$ cat config.mk
export PLATFORM = sky130hd
export DESIGN_NAME = playback_control
export DESIGN_NICKNAME = d
export VERILOG_FILES = /design/src/rtl/playback_control_pkg.sv /design/src/rtl/playback_control_mod_updown_counter.sv /design/src/rtl/playback_control.sv
export SDC_FILE = /design/constraint.sdc
export NUM_CORES = 1
export LEC_CHECK = 0
export BUFFER_PORTS_ARGS = -buffer_cell sky130_fd_sc_hd__buf_2
export CAP_MARGIN = 30
export CORE_AREA = 8 8 45 47
export CTS_CLUSTER_SIZE = 12
export DETAILED_ROUTE_END_ITERATION = 10
export DIE_AREA = 0 0 53 55
export GPL_ROUTABILITY_DRIVEN = 0
export GPL_TIMING_DRIVEN = 0
export PLACE_DENSITY = 0.41
export SKIP_LAST_GASP = 1
export SYNTH_ARGS = -nofsm -noshare
export SYNTH_HDL_FRONTEND = slang
export SYNTH_SLANG_ARGS = --single-unit
$ cat constraint.sdc
create_clock -name clk -period 3.96 [get_ports clk]
set_clock_uncertainty 0.15 [all_clocks]
set_input_delay 0.594 -clock clk [delete_from_list [all_inputs] [get_ports clk]]
set_output_delay 0.594 -clock clk [all_outputs]
set_load 0.005 [all_outputs]
$ cat src/rtl/playback_control_pkg.sv
// Shared constants for the playback controller, song reader and tests.
// State encoding lives here so every consumer agrees on it.
package playback_control_pkg;

  typedef enum logic [1:0] {
    PAUSED   = 2'd0,
    PLAYING  = 2'd1,
    SWITCH_P = 2'd2,
    SWITCH_R = 2'd3
  } state_t;

  localparam int DEF_NUM_SONGS  = 4;
  localparam int DEF_SONG_WIDTH = 2;

endpackage

$ cat src/rtl/playback_control_mod_updown_counter.sv
// Modulo up/down counter holding the current song index.
// Arithmetic is one bit wider so non-power-of-two moduli wrap cleanly.
module mod_updown_counter #(
  parameter int MOD   = 4,
  parameter int WIDTH = 2
) (
  input  logic             clk,
  input  logic             reset,
  input  logic             inc,
  input  logic             dec,
  output logic [WIDTH-1:0] count
);

  localparam logic [WIDTH:0] MOD_W = (WIDTH+1)'(MOD);
  localparam logic [WIDTH:0] TOP_W = (WIDTH+1)'(MOD - 1);

  logic [WIDTH-1:0] count_q;
  logic [WIDTH-1:0] count_d;
  logic [WIDTH:0]   ext;
  logic [WIDTH:0]   nxt;

  always_comb begin
    ext     = {1'b0, count_q};
    nxt     = ext;
    count_d = count_q;
    if (inc) begin
      nxt = ext + 1'b1;
      if (nxt >= MOD_W) nxt = '0;
      count_d = nxt[WIDTH-1:0];
    end else if (dec) begin
      nxt = (ext == '0) ? TOP_W : ext - 1'b1;
      count_d = nxt[WIDTH-1:0];
    end
  end

  always_ff @(posedge clk) begin
    if (reset) count_q <= '0;
    else       count_q <= count_d;
  end

  assign count = count_q;

endmodule

$ cat src/rtl/playback_control.sv
// Play/pause and song-select FSM fed by debounced one-cycle button pulses.
// Emits a one-cycle reset_player pulse whenever the song position rewinds.
import playback_control_pkg::*;

module playback_control #(
  parameter int NUM_SONGS    = DEF_NUM_SONGS,
  parameter int SONG_WIDTH   = DEF_SONG_WIDTH,
  parameter int AUTO_ADVANCE = 1
) (
  input  logic                  clk,
  input  logic                  reset,
  input  logic                  play_button,
  input  logic                  next_button,
  input  logic                  prev_button,
  input  logic                  song_done,
  output logic                  play,
  output logic [SONG_WIDTH-1:0] song,
  output logic                  reset_player
);

  state_t state_q, state_d;
  logic   play_q, play_d;
  logic   rp_q, rp_d;
  logic   inc, dec;

  always_comb begin
    state_d = state_q;
    play_d  = play_q;
    rp_d    = 1'b0;
    inc     = 1'b0;
    dec     = 1'b0;
    case (state_q)
      PAUSED: begin
        play_d = 1'b0;
        if (play_button) begin
          state_d = PLAYING;
          play_d  = 1'b1;
        end else if (next_button) begin
          inc     = 1'b1;
          rp_d    = 1'b1;
          state_d = SWITCH_P;
        end else if (prev_button) begin
          dec     = 1'b1;
          rp_d    = 1'b1;
          state_d = SWITCH_P;
        end
      end
      PLAYING: begin
        play_d = 1'b1;
        if (play_button) begin
          state_d = PAUSED;
          play_d  = 1'b0;
        end else if (next_button) begin
          inc     = 1'b1;
          rp_d    = 1'b1;
          state_d = SWITCH_R;
        end else if (prev_button) begin
          dec     = 1'b1;
          rp_d    = 1'b1;
          state_d = SWITCH_R;
        end else if (song_done) begin
          rp_d = 1'b1;
          if (AUTO_ADVANCE != 0) begin
            inc     = 1'b1;
            state_d = SWITCH_R;
          end else begin
            play_d  = 1'b0;
            state_d = SWITCH_P;
          end
        end
      end
      SWITCH_P: begin
        state_d = PAUSED;
        play_d  = 1'b0;
      end
      SWITCH_R: begin
        state_d = PLAYING;
        play_d  = 1'b1;
      end
      default: begin
        state_d = PAUSED;
        play_d  = 1'b0;
      end
    endcase
  end

  always_ff @(posedge clk) begin
    if (reset) begin
      state_q <= PAUSED;
      play_q  <= 1'b0;
      rp_q    <= 1'b0;
    end else begin
      state_q <= state_d;
      play_q  <= play_d;
      rp_q    <= rp_d;
    end
  end

  mod_updown_counter #(
    .MOD   (NUM_SONGS),
    .WIDTH (SONG_WIDTH)
  ) u_song (
    .clk   (clk),
    .reset (reset),
    .inc   (inc),
    .dec   (dec),
    .count (song)
  );

  assign play         = play_q;
  assign reset_player = rp_q;

endmodule

==> out/summary.txt, run 1 <==
Antenna Cells -> 0
Hold Vio Cnt, Final -> 0
CP startpoint kind -> flip-flop
Busiest metal layer after global routing -> met2
Total grt overflow -> 0
Fillers -> 155
Nets -> 51
Post-detail-place hpwl -> 517 um
Sequential share of the synthesized area -> 0.419
Met3 GRT Util -> 0.0428
Sink Count -> 6
GRT Util Overall -> 0.0552
Leak Pwr -> 0.000169 uW
GR Util met1 -> 0.0471
Routed Antenna Nets -> 0
CORE AREA -> 0.00138 mm^2
Yosys warns -> 0
Row cnt -> 14
Post-route clock period utilization -> 0.395
DRC -> 0
Post-CTS Hold Buffers -> 0
Arr. time, crit path -> 1.52 ns
Cells on worst reg2reg path -> 4
Via Count -> 254
Final hold slack -> 0.349 ns
Vias in the first global route -> 287
Worst path cell trace -> inv_1 -> ha_1 -> a2111oi_0 -> a211oi_1
Layout cells sized above 1 -> 0.366
Hold crit path type -> flip-flop to flip-flop
Syn_area_per_cell -> 9.88 um^2
CP peak stage delay -> 0.41 ns
Maximum clock rate -> 0.640 GHz
Worst-Margin Slew -> 0.391 ns
PwrDens -> 403 mW/mm^2
Initial DRT Pass Iterations -> 2
Setup Buffers After CTS -> 0
Slew headroom -> 0.733
Layout area overhead -> 30.6%
Post-Synthesis Cells -> 29
#FFs+latches synth -> 6
Ports -> 10
Commonest non-fill, non-tap cell in the layout -> buf_2
I/O Buffers -> 9
Net Count, Synth -> 37
Initial antenna violation count -> 0
Min Clock Period, post-route -> 1.56 ns
Met2 usage -> 0.0820
Root Buffer -> clkbuf_4
CP Capture Point -> u_song.count[1]
Clk_lat worst skew -> 0.24 ns
R2r startpoint -> u_song.count[0]
CP Capture Type -> flip-flop
Die X -> 53 um
Critical path peak fanout -> 5
H-Tree Depth -> 1
Max-slew violations -> 0
Worst Setup SP -> u_song.count[0]
Max Cap Violations -> 0
R2R Path End -> u_song.count[1]
RSZ-0062 raised after global routing -> no
Required time worst endpoint -> 3.92 ns
Die height -> 55 um
Final setup TNS -> 0 ns
Global-route wire length before repair -> 1130 um
Synth cell types -> 16
Cell Area, Synth -> 287 um^2
CTS tree -> done
Peak supply drop -> 0.0000987 V
Slowest CP cell -> a2111oi_0
WL per Instance -> 10.8 um
CTS buffer count -> 3
Clock buffer depth -> 2
R2R setup slack -> 2.40 ns
Routed vias/inst -> 4.46
CTS-repair resized insts -> 0
Worst Setup Path Type -> flip-flop to flip-flop
Outcome -> finished, final reports clean
Initial Util -> 0.207
Iter 0 DRT Violations -> 2
# setup viols final -> 0
DIE AREA -> 0.00292 mm^2
Routed WL -> 618 um
Most frequent cells in the layout -> buf_2 (9), dfxtp_1 (6), nor2_1 (5), inv_1 (3), clkbuf_4 (3)
Largest net degree at the start of global routing -> 7
Clk slew on worst S/H paths -> 0.04 ns
## logic make-up (layout without fill, tap and decap cells)
group                      after synthesis  after routing  synth area share
and+or+nand+nor                         11             11             0.227
AOI/OAI and AO/OA                        6              6             0.196
DFF                                      6              6             0.419
buffers and inverters                    3             15            0.0393
adders and majority gates                2              2            0.0873
xor gates and xnor gates                 1              1            0.0306
## where the power goes
part	total [uW]	internal, uW	switching, uW
Combinational	25.6	12.6	13.0
Clock	55.2	34.2	21.0
Sequential	70.1	66.4	3.74
Total	151	113	37.7
## through the flow
stage	utilization	power [uW]	cell area (um^2)	cells	setup slack (ns)
after floorplan	-	85.9	287	29	2.41
after global placement	0.254	96.9	352	54	2.22
after detailed placement	0.254	97.4	352	54	2.23
after CTS	0.270	155	374	57	2.37
after global routing	0.270	161	374	57	2.25
final	0.270	151	374	57	2.40
## Yosys cell counts, drive strengths merged
| master | count | share of area |
|---|---|---|
| inv | 3 | 0.039 |
| a21oi | 1 | 0.017 |
| nand2 | 1 | 0.013 |
| nand3b | 2 | 0.052 |
| a211oi | 1 | 0.026 |
| and4 | 1 | 0.039 |
| ha | 2 | 0.087 |
| xnor2 | 1 | 0.031 |
| or4b | 1 | 0.035 |
| nor2b | 1 | 0.022 |
| a211o | 1 | 0.031 |
| a41o | 1 | 0.039 |
| a2111oi | 2 | 0.083 |
| dfxtp | 6 | 0.42 |
| nor2 | 5 | 0.066 |
## worst max-delay path, delay by kind of cell (launching register included)
kind                       cells  cell delay (ns)
AOI/OAI and AO/OA              2             0.50
adders and majority gates      1             0.31
buffers and inverters          1             0.09
DFF                            1             0.38
## registers in the layout, summed over array words and instances, names as in the netlist
| register | cells |
|---|---|
| play | 1 |
| reset_player | 1 |
| state_q | 2 |
| u_song.count | 2 |
## final cells by class
class	count	area, um^2	share of cell area
Sequential cell	6	120	0.321
Timing Repair Buffer	9	45.0	0.120
Inverter	3	11.3	0.0301
Multi-Input combinational cell	20	155	0.415
Clock buffer	3	22.5	0.0602
Tap cell	16	20.0	0.0535
## how the worst min path moves through the flow
stage                                from  slack [ns]               to  depth (start not counted)
final                     u_song.count[1]        0.35  u_song.count[1]                          2
after global routing      u_song.count[1]        0.40  u_song.count[1]                          2
after CTS                 u_song.count[1]        0.36  u_song.count[1]                          2
after detailed placement  u_song.count[1]        0.35  u_song.count[1]                          2
after global placement    u_song.count[1]        0.36  u_song.count[1]                          2
after floorplan           u_song.count[1]        0.33  u_song.count[1]                          2
## per-layer routing
metal	routed length (um)	vias to the layer above
li1	-	131
met1	242	116
met2	305	5
met3	60	2
met4	10	0
met5	0	-
(Power assumes the default switching activity.)
==> run 2: changes to the inputs <==
--- a/config.mk
+++ b/config.mk
@@ -5,6 +5,7 @@
 export SDC_FILE = /design/constraint.sdc
 export NUM_CORES = 1
 export LEC_CHECK = 0
+export ABC_AREA = 1
 export BUFFER_PORTS_ARGS = -buffer_cell sky130_fd_sc_hd__buf_2
 export CAP_MARGIN = 30
 export CORE_AREA = 8 8 45 47
@@ -13,7 +14,7 @@
 export DIE_AREA = 0 0 53 55
 export GPL_ROUTABILITY_DRIVEN = 0
 export GPL_TIMING_DRIVEN = 0
-export PLACE_DENSITY = 0.41
+export PLACE_DENSITY = 0.43
 export SKIP_LAST_GASP = 1
 export SYNTH_ARGS = -nofsm -noshare
 export SYNTH_HDL_FRONTEND = slang
==> constraint.sdc (replaced) <==
create_clock -name clk -period 1.6 [get_ports clk]
set_clock_uncertainty 0.15 [all_clocks]
set_input_delay 0.24 -clock clk [delete_from_list [all_inputs] [get_ports clk]]
set_output_delay 0.24 -clock clk [all_outputs]
set_load 0.005 [all_outputs]
==> run 2 against run 1 <==
Compared with the run above:
- sequential cell count stayed put
- critical path depth up 1
- register-to-register slack got worse by 2.1 ns
- global-route usage fell by 0.33 points
- non-clock buffer count stayed put
- combinational power rose to 2.8 times the previous value
- final area increased by 7.0%
- critical path type unchanged
- critical endpoint is now u_song.count[0]
==> out/summary.txt, run 2 <==
Initial Util -> 0.226
Max Cap Violations -> 0
CP Capture Type -> flip-flop
Initial DRT Pass Iterations -> 4
Sink Count -> 6
Most instantiated cells after synthesis -> inv_1 (9), nand2_1 (8), dfxtp_1 (6)
Routed vias/inst -> 3.87
Largest net degree at the start of global routing -> 6
H-Tree Depth -> 1
Routed WL -> 610 um
Yosys warns -> 0
Required time worst endpoint -> 1.58 ns
CP startpoint kind -> flip-flop
WL per Instance -> 8.59 um
Finished Layout Cells -> 71
Critical path peak fanout -> 5
Area after DPL -> 378 um^2
I/O Buffers -> 9
Post-Synthesis Cells -> 43
Most used DFF post-synth -> dfxtp_1
Leak Pwr -> 0.000217 uW
Layout cells sized above 1 -> 0.345
Setup Buffers After CTS -> 0
Slew headroom -> 0.856
Outcome -> finished, final reports clean
Antenna Cells -> 0
Initial antenna violation count -> 0
FF/Latch Area -> 120 um^2
Arr. time, crit path -> 1.29 ns
DIE AREA -> 0.00292 mm^2
Worst Setup Path Type -> flip-flop to flip-flop
Setup WS post-layout -> 0.285 ns
PwrDens -> 950 mW/mm^2
DRC -> 0
Fillers -> 165
Number of flops mapped to enable cells by yosys -> 0
Multi-input logic area -> 155 um^2
Yosys top cell area share -> 0.384
Min Clock Period, post-route -> 1.31 ns
# setup viols final -> 0
Net Count, Synth -> 51
Clk_lat worst skew -> 0.24 ns
Via Count -> 275
CTS tree -> done
RSZ-0062 raised after global routing -> no
Cell Area, Synth -> 313 um^2
Iter 0 DRT Violations -> 5
Vias in the first global route -> 250
Row cnt -> 14
Die X -> 53 um
Final Util -> 0.289
Die height -> 55 um
Ports -> 10
Maximum clock rate -> 0.761 GHz
Post-detail-place hpwl -> 497 um
CTS-repair resized insts -> 0
Nets -> 65
Synth cell types -> 15
Synth top area cells -> dfxtp_1 (38%), inv_1 (11%), nand2_1 (9.6%)
Final setup TNS -> 0 ns
Layout area overhead -> 28.0%
CTS buffer count -> 3
Max-slew violations -> 0
Hold crit path type -> input port to flip-flop
Total grt overflow -> 0
Most frequent cells in the layout -> inv_1 (9), buf_2 (9), nand2_1 (8), dfxtp_1 (6), nor2_1 (5)
Peak supply drop -> 0.000305 V
Sequential share of the synthesized area -> 0.384
Root Buffer -> clkbuf_4
Clk slew on worst S/H paths -> 0.05 ns
CORE AREA -> 0.00138 mm^2
Finished Cell Area -> 400 um^2
Worst-Margin Slew -> 0.213 ns
#FFs+latches synth -> 6
GRT Util Overall -> 0.0519
Syn_area_per_cell -> 7.27 um^2
Synth area leader -> dfxtp_1
Routed Antenna Nets -> 0
Clock buffer depth -> 2
Dpl ws -> 0.282 ns
Global-route wire length before repair -> 1000 um
Most common cell in the netlist -> inv_1
Post-synth ARST share -> 0
Inst Count DP -> 68
Post-route clock period utilization -> 0.822
Hold Vio Cnt, Final -> 0
Post-CTS Hold Buffers -> 0
-- run 2: cell count changes after synthesis, moves of 2 or more --
cell	previous run	this run
a21oi_2	0	2
inv_1	3	9
nand2_1	1	8
nand3b_1	2	0
o21ai_1	0	2
-- run 2: path summary, 6_finish.rpt --
check	from	to	slack (ns)	cells past startpoint
hold reg to reg	state_q[0]	state_q[0]	0.35	2
hold / removal	reset	state_q[1]	0.03	2
setup / recovery	u_song.count[0]	u_song.count[0]	0.29	5
setup reg to reg	u_song.count[0]	u_song.count[0]	0.29	5
-- run 2: report_power, final --
group,leakage [uW],switching (uW),internal [uW]
Clock,0.0000138,53.8,84.8
Sequential,0.0000498,8.72,163
Combinational,0.000154,39.7,30.7
Total,0.000217,102,278
-- run 2: area by class of cell --
cell class / instances / area share
Inverter: 10 / 0.0938
Sequential cell: 6 / 0.300
Multi-Input combinational cell: 27 / 0.388
Timing Repair Buffer: 9 / 0.112
Clock buffer: 3 / 0.0562
Tap cell: 16 / 0.0500
-- run 2: kinds of logic (layout without fill, tap and decap cells) --
group / Yosys count / count (layout) / share of synthesized area
AO/OA/AOI/OAI: 7 / 7 / 0.136
adder cells (fa/ha/maj): 2 / 2 / 0.0800
buffers and inverters: 10 / 22 / 0.120
flip-flops: 6 / 6 / 0.384
AND/OR/NAND/NOR: 18 / 18 / 0.280
-- run 2: through the flow --
step | power [uW] | hold WS [ns]
final | 380 | 0.0299
after global routing | 419 | 0.0238
after CTS | 389 | 0.0237
after detailed placement | 246 | 0.285
after global placement | 246 | 0.286
after floorplan | 221 | 0.162
-- run 2: per-layer routing --
metal  routed length (um)  global-route usage  up-vias
li1                     -                   -      154
met1                  280              0.0471      113
met5                    0                   0        -
met3                   59              0.0374        2
met2                  263              0.0684        6
met4                    6              0.0647        0
-- run 2: critical path: stages (launching register included) --
cell and delay [ns]:
dfxtp_1 0.39, inv_1 0.07, ha_1 0.18, or2_2 0.29
nand2_1 0.08, a21oi_2 0.05
